## src/rtl/dll_rx_ack_gen.sv

```systemverilog
// -----------------------------------------------------------------------------
// dll_rx_ack_gen
//
// Receive-side data link layer checker. Takes framed TLPs from the deframer as
// 16-bit words (seq word, payload words, LCRC[31:16], LCRC[15:0]), checks the
// LCRC and the sequence number, streams the payload to the transaction layer
// and follows it with a commit or drop verdict, and raises ACK/NAK requests
// toward the DLLP transmitter.
//
// Ports
//   clk        rising-edge clock
//   reset_n    asynchronous active-low reset
//   rx_valid   rx_sop/rx_eop/rx_data valid this cycle (never backpressured)
//   rx_sop     first word of a frame, carries {4'b0000, seq[11:0]}
//   rx_eop     last word of a frame, carries LCRC[15:0]
//   rx_data    frame word
//   tl_valid   payload word valid (seq and LCRC words are stripped)
//   tl_data    payload word
//   tl_commit  one-cycle pulse: buffered TLP is good
//   tl_drop    one-cycle pulse: buffered TLP must be discarded
//   ack_valid  ACK/NAK request pending
//   ack_ready  DLLP transmitter accepts the pending request
//   ack_nack   01 = ACK, 10 = NAK, 00 = none
//   ack_seq    AckNak_Seq_Num
//
// The LCRC is carried as two datapath words, so the LCRC compare assumes
// DW = 16.
//
// state   | meaning
// --------+-----------------------------------------------------------------
// S_IDLE  | waiting for rx_sop; stray rx_eop is ignored
// S_RECV  | inside a frame, shifting words through the delay line
// S_CHECK | one cycle: verdict, sequence update, ACK/NAK queue
// -----------------------------------------------------------------------------
module dll_rx_ack_gen #(
    parameter int SEQ_W = 12,
    parameter int DW    = 16
) (
    input  logic             clk,
    input  logic             reset_n,
    input  logic             rx_valid,
    input  logic             rx_sop,
    input  logic             rx_eop,
    input  logic [DW-1:0]    rx_data,
    output logic             tl_valid,
    output logic [DW-1:0]    tl_data,
    output logic             tl_commit,
    output logic             tl_drop,
    output logic             ack_valid,
    input  logic             ack_ready,
    output logic [1:0]       ack_nack,
    output logic [SEQ_W-1:0] ack_seq
);

    localparam logic [31:0] CRC_POLY = 32'h04C1_1DB7;
    localparam logic [31:0] CRC_INIT = 32'hFFFF_FFFF;

    localparam logic [1:0] NACK_NONE = 2'b00;
    localparam logic [1:0] NACK_ACK  = 2'b01;
    localparam logic [1:0] NACK_NAK  = 2'b10;

    localparam logic [SEQ_W-1:0] SEQ_ONE = {{(SEQ_W-1){1'b0}}, 1'b1};

    typedef enum logic [1:0] {
        S_IDLE  = 2'd0,
        S_RECV  = 2'd1,
        S_CHECK = 2'd2
    } state_t;

    state_t state_q, state_d;

    // Frame capture
    logic [SEQ_W-1:0] seq_q;
    logic [DW-1:0]    dly0_q;      // newest word
    logic [DW-1:0]    dly1_q;      // older word, next to leave
    logic [1:0]       cnt_q;       // words in frame, saturates at 3
    logic [31:0]      crc_q;
    logic             abort_q;

    // Link state
    logic [SEQ_W-1:0] next_rcv_seq_q, next_rcv_seq_d;
    logic             nak_sched_q, nak_sched_d;

    // Verdict / ACK-NAK request
    logic             lcrc_ok;
    logic [SEQ_W-1:0] seq_dist;
    logic             chk_drop;
    logic             q_req;
    logic [1:0]       q_nack;
    logic [SEQ_W-1:0] q_seq;

    logic frame_start;
    logic frame_word;
    logic frame_abort;

    // MSB-first CRC-32 over one datapath word.
    function automatic logic [31:0] crc_step(input logic [31:0] crc_in,
                                             input logic [DW-1:0] word);
        logic [31:0] c;
        logic        fb;
        c = crc_in;
        for (int i = DW - 1; i >= 0; i--) begin
            fb = c[31] ^ word[i];
            c  = {c[30:0], 1'b0};
            if (fb) begin
                c = c ^ CRC_POLY;
            end
        end
        return c;
    endfunction

    // rx_sop is honoured in every state: it opens a frame from IDLE, follows
    // a frame back-to-back out of CHECK, and aborts an open frame in RECV.
    assign frame_start = rx_valid & rx_sop;
    assign frame_word  = rx_valid & ~rx_sop & (state_q == S_RECV);
    assign frame_abort = frame_start & (state_q == S_RECV);

    // Only the seq word and payload words have passed through the CRC once
    // rx_eop is in; the delay line then holds exactly the received LCRC.
    assign lcrc_ok  = (cnt_q == 2'd3) && ({dly1_q, dly0_q} == ~crc_q);
    assign seq_dist = seq_q - next_rcv_seq_q;

    // ------------------------------------------------------------------
    // FSM state register
    // ------------------------------------------------------------------
    always_ff @(posedge clk or negedge reset_n) begin
        if (!reset_n) begin
            state_q <= S_IDLE;
        end else begin
            state_q <= state_d;
        end
    end

    // ------------------------------------------------------------------
    // Next state, verdict and ACK/NAK request
    // ------------------------------------------------------------------
    always_comb begin
        state_d        = state_q;
        tl_commit      = 1'b0;
        chk_drop       = 1'b0;
        q_req          = 1'b0;
        q_nack         = NACK_NONE;
        q_seq          = '0;
        next_rcv_seq_d = next_rcv_seq_q;
        nak_sched_d    = nak_sched_q;

        case (state_q)
            S_IDLE: begin
                if (frame_start) begin
                    state_d = rx_eop ? S_CHECK : S_RECV;
                end
            end

            S_RECV: begin
                if (frame_start) begin
                    state_d = rx_eop ? S_CHECK : S_RECV;
                end else if (frame_word && rx_eop) begin
                    state_d = S_CHECK;
                end
            end

            S_CHECK: begin
                if (frame_start) begin
                    state_d = rx_eop ? S_CHECK : S_RECV;
                end else begin
                    state_d = S_IDLE;
                end

                if (!lcrc_ok) begin
                    chk_drop = 1'b1;
                    if (!nak_sched_q) begin
                        q_req       = 1'b1;
                        q_nack      = NACK_NAK;
                        q_seq       = next_rcv_seq_q - SEQ_ONE;
                        nak_sched_d = 1'b1;
                    end
                end else if (seq_dist == '0) begin
                    tl_commit      = 1'b1;
                    next_rcv_seq_d = next_rcv_seq_q + SEQ_ONE;
                    nak_sched_d    = 1'b0;
                    q_req          = 1'b1;
                    q_nack         = NACK_ACK;
                    q_seq          = seq_q;
                end else if (seq_dist[SEQ_W-1]) begin
                    // Behind the expected number: a replayed duplicate.
                    chk_drop = 1'b1;
                    q_req    = 1'b1;
                    q_nack   = NACK_ACK;
                    q_seq    = next_rcv_seq_q - SEQ_ONE;
                end else begin
                    // Ahead of the expected number: something was lost.
                    chk_drop = 1'b1;
                    if (!nak_sched_q) begin
                        q_req       = 1'b1;
                        q_nack      = NACK_NAK;
                        q_seq       = next_rcv_seq_q - SEQ_ONE;
                        nak_sched_d = 1'b1;
                    end
                end
            end

            default: begin
                state_d = S_IDLE;
            end
        endcase
    end

    // Abort pulses one cycle after the interrupting rx_sop so that tl_drop
    // stays a pure register/FSM output.
    assign tl_drop = chk_drop | abort_q;

    // ------------------------------------------------------------------
    // Delay line, word count, CRC and payload output
    // ------------------------------------------------------------------
    always_ff @(posedge clk or negedge reset_n) begin
        if (!reset_n) begin
            seq_q    <= '0;
            dly0_q   <= '0;
            dly1_q   <= '0;
            cnt_q    <= 2'd0;
            crc_q    <= CRC_INIT;
            abort_q  <= 1'b0;
            tl_valid <= 1'b0;
            tl_data  <= '0;
        end else begin
            abort_q  <= frame_abort;
            tl_valid <= 1'b0;
            if (frame_start) begin
                seq_q  <= rx_data[SEQ_W-1:0];
                dly0_q <= rx_data;
                dly1_q <= '0;
                cnt_q  <= 2'd1;
                crc_q  <= CRC_INIT;
            end else if (frame_word) begin
                dly0_q <= rx_data;
                dly1_q <= dly0_q;
                if (cnt_q != 2'd3) begin
                    cnt_q <= cnt_q + 2'd1;
                end
                // With two words already held, the older one leaves the
                // delay line: it is covered by the CRC, and it is payload
                // unless it is the seq word (count still 2).
                if (cnt_q >= 2'd2) begin
                    crc_q <= crc_step(crc_q, dly1_q);
                end
                if (cnt_q == 2'd3) begin
                    tl_valid <= 1'b1;
                    tl_data  <= dly1_q;
                end
            end
        end
    end

    // ------------------------------------------------------------------
    // Receive sequence tracking
    // ------------------------------------------------------------------
    always_ff @(posedge clk or negedge reset_n) begin
        if (!reset_n) begin
            next_rcv_seq_q <= '0;
            nak_sched_q    <= 1'b0;
        end else begin
            next_rcv_seq_q <= next_rcv_seq_d;
            nak_sched_q    <= nak_sched_d;
        end
    end

    // ------------------------------------------------------------------
    // ACK/NAK request register
    // ------------------------------------------------------------------
    logic ack_take;
    logic nak_held;
    logic q_blocked;

    assign ack_take  = ack_valid & ack_ready;
    // A NAK that is not leaving this cycle must not be displaced by an ACK.
    assign nak_held  = ack_valid & ~ack_ready & (ack_nack == NACK_NAK);
    assign q_blocked = nak_held & (q_nack == NACK_ACK);

    always_ff @(posedge clk or negedge reset_n) begin
        if (!reset_n) begin
            ack_valid <= 1'b0;
            ack_nack  <= NACK_NONE;
            ack_seq   <= '0;
        end else begin
            if (q_req && !q_blocked) begin
                ack_valid <= 1'b1;
                ack_nack  <= q_nack;
                ack_seq   <= q_seq;
            end else if (ack_take) begin
                ack_valid <= 1'b0;
                ack_nack  <= NACK_NONE;
            end
        end
    end

endmodule

```

## config.mk

```make
export PLATFORM = sky130hd
export DESIGN_NAME = dll_rx_ack_gen
export DESIGN_NICKNAME = d
export VERILOG_FILES = /design/src/rtl/dll_rx_ack_gen.sv
export SDC_FILE = /design/constraint.sdc
export NUM_CORES = 1
export LEC_CHECK = 0
export ABC_AREA = 1
export ABC_CLOCK_PERIOD_IN_PS = 3160
export CORE_UTILIZATION = 59
export CTS_CLUSTER_DIAMETER = 200
export DETAILED_ROUTE_END_ITERATION = 8
export PLACE_DENSITY = 0.82
export SETUP_SLACK_MARGIN = 0.05
export SLEW_MARGIN = 20
export SYNTH_ARGS = -nofsm -noshare
export SYNTH_HDL_FRONTEND = slang
export SYNTH_SLANG_ARGS = --single-unit
```

## constraint.sdc

```tcl
create_clock -name clk -period 3.16 [get_ports clk]
set_input_delay 0.632 -clock clk [delete_from_list [all_inputs] [get_ports clk]]
set_output_delay 0.632 -clock clk [all_outputs]
set_load 0.005 [all_outputs]
```

==> summary.txt <==
Status = complete, but fails checks
Failing checks = negative setup slack
Tcrit/Tclk final = 101%
F_max = 313 MHz
Ys flop type = dfrtp_1
Clock Skews = 0.00861 ns
Clock buffer count from CTS = 17
Kind of critical path = flop to output port
GRT Resource Usage Total = 38.2%
Cell taking the most area after synthesis = dfrtp_1
Post-synth EDFFs = 0
WP data arrival = 2.56 ns
Worst-skew pair later-pin latency = 0.44 ns
Post-synthesis register bit count = 126
Post-DP HPWL = 22000 um
Final setup TNS = -0.0346 ns
Routability cong. = 0.985
Die height = 128 um
Hold/Removal Path Class = input port to async pin
Yosys warnings = 0
Via count = 9907
Worst r2r dst = ack_seq[2]
MaxCap Viol Count = 0
Reg-to-reg setup timing slack = 0.12 ns
DRT antenna net count = 0
Worst R2R Path Depth = 20
Dpl cells = 1659
Seq/Total Area, Yosys = 34.2%
Via/cell ratio = 5.70
Diodes inserted = 0
Max FO, Critical Path = 2
Fraction of layout instances using a drive strength above 1 = 23.7%
Final hold violation count = 0
WL final = 31700 um
Avg WL per Cell = 18.2 um
Die area = 16300 sq um
Clock Pin Slew Worst Setup and Hold Paths = 0.06 ns
CTS tree = done
Final worst slack = -0.0346 ns
Number of nets in the layout = 1553
Post-synth ARST share = 100%
Drt first-iter violations = 1228
Crit. End Element = output port
Critical Path RT = 2.53 ns
Startpoint Class = flop
Port-buffer cells = 55
Final Setup Violations = 1
Unrepaired setup endpoints after global routing = true
Non-filler cells, final = 1737
Number of cell rows = 45
Worst Max-Slew Pin Slew = 0.769 ns
Area growth, synth to finish = 28.2%
Final Slew Violations = 0
Core region area = 15300 sq um
GR Overflow Total = 0
Synth Instances = 1349
Sink Count = 126
Die X = 128 um
Pin count of the biggest net entering global routing = 49
R2R Path Start = next_rcv_seq_q[2]
Root Buffer = clkbuf_16
Syn avg cell area = 6.92 sq um
Clk buf depth = 2
Io pins = 56
# DRC = 0
Filler cell count = 1109
Initial antenna violation count = 0
CTS Hold Bufs = 0
Yosys cell types = 46
Post-Syn Area = 9340 sq um
Minimum clock period = 3.19 ns
H-tree depth = 4
Slew margin rel. = 48.7%
Drt pass-1 iters = 6
Post-synth net total = 1389
Vias in the first global route = 8974
Synth top area share = 25.2%
Initial Utilization = 61.0%
Ranking of synthesized cells by area = dfrtp_1 (25%), nand2_1 (20%), dfstp_2 (9.0%)
First-pass GRT wire length = 46700 um
## area by class of cell
| cell class | instances | area [sq um] | share of cell area (%) |
|---|---|---|---|
| Sequential cell | 126 | 3190 | 26.7 |
| Clock buffer | 18 | 429 | 3.58 |
| Clock inverter | 14 | 135 | 1.13 |
| Multi-Input combinational cell | 1011 | 5830 | 48.7 |
| Inverter | 193 | 728 | 6.08 |
| Tap cell | 211 | 264 | 2.21 |
| Timing Repair Buffer | 164 | 1400 | 11.7 |
## cell families (layout without fill, tap and decap cells)
| kind of cell | after synthesis | after routing | synth area share (%) |
|---|---|---|---|
| simple gates | 774 | 776 | 37.0 |
| xor+xnor | 115 | 115 | 11.5 |
| compound gates | 101 | 101 | 5.91 |
| buf+inv | 214 | 389 | 8.85 |
| flops | 126 | 126 | 34.2 |
| fa+ha+maj | 18 | 18 | 2.41 |
| mux | 1 | 1 | 0.121 |
## worst max-delay path, stage by stage (launching register included)
cell and delay [ns]:
dfstp_2 0.54, inv_1 0.05, nand2_1 0.07, nand2_2 0.06, inv_2 0.08, ha_4 0.13, nand4_1 0.16, nor2_1 0.17
nand3_1 0.11, nor3_2 0.13, nand2_2 0.11, nor2_8 0.11, nand3_2 0.10, inv_2 0.08, nand2_2 0.07, inv_2 0.08
buf_6 0.08
## worst max-delay path by stage
stage / start / to / cells after the start
after floorplan: next_rcv_seq_q[2] / tl_commit / 15
after global placement: next_rcv_seq_q[2] / tl_commit / 16
after detailed placement: next_rcv_seq_q[2] / tl_commit / 16
after CTS: crc_q[26] / tl_commit / 16
after global routing: crc_q[26] / tl_commit / 16
final: crc_q[26] / tl_commit / 16
## per-layer routing
layer,wire [um],global-route usage (%),vias up
met4,1240,14.7,0
met5,0,0,-
met2,13700,55.9,623
met1,13200,53.6,4608
met3,3550,10.4,120
li1,-,-,4556
## Yosys cell counts (3+ instances only)
library cell  count
nand4_1          19
a21oi_1          10
o22ai_1          28
clkinv_1          6
nor2_2            5
or2_2             9
inv_1           164
dfrtp_1          94
nor3_1           14
nand3_1         109
o21ai_0          57
nor2_1           64
nand2_1         487
xnor2_1          21
nand3b_1          5
inv_2            23
clkbuf_1         15
ha_1             18
nand2_4          10
dfstp_2          32
nor2_4            3
nand3_2           3
xnor2_2           3
nand2_2          35
xor2_1           87
## registers in the layout (all words and copies together) (netlist names)
signal / count
abort_q: 1
ack_nack: 2
ack_seq: 12
ack_valid: 1
cnt_q: 2
crc_q: 32
dly0_q: 16
dly1_q: 16
nak_sched_q: 1
next_rcv_seq_q: 12
seq_q: 12
state_q: 2
tl_data: 16
tl_valid: 1
## placed cells by master, fill, tap and decap left out, types with 4 or more instances in the layout
master           Yosys  routed
nand2_1            487     453
inv_1              164     154
buf_4                2     106
nand3_1            109     103
dfrtp_1             94      93
xor2_1              87      85
nand2_2             35      59
o21ai_0             57      57
nor2_1              64      55
clkdlybuf4s50_1      0      52
inv_2               23      34
dfstp_2             32      32
o22ai_1             28      28
xnor2_1             21      21
nand4_1             19      19
nand2_4             10      19
clkbuf_16            0      17
nor3_1              14      13
ha_4                 0      13
nor2_4               3      10
or2_2                9       9
nor2_2               5       7
a21oi_1             10       7
nand3_2              3       7
nand3b_1             5       5
clkinv_2             0       5
ha_1                18       5
nand3_4              2       4
clkinv_4             0       4
## timing repair
| item | CTS | global route |
|---|---|---|
| setup endpoints to repair | 2 | 17 |
| pin swaps | 20 | 34 |
| gates resized for setup | 66 | 56 |
| gates cloned | 1 | 1 |
| setup buffers | 28 | 18 |
## through the flow
step	instance area, sq um	hold WS [ns]	util [%]	setup slack, ns
after floorplan	9340	0.336	-	0.517
after global placement	10600	0.464	69.0	-0.0191
after detailed placement	10600	0.471	69.0	-0.0611
after CTS	11600	0.256	76.0	0.0234
after global routing	12000	0.279	78.2	-0.117
final	12000	0.229	78.2	-0.0346
Power is not shown: default switching activity piles up to over one toggle a cycle in this logic, so the estimate is an artifact.
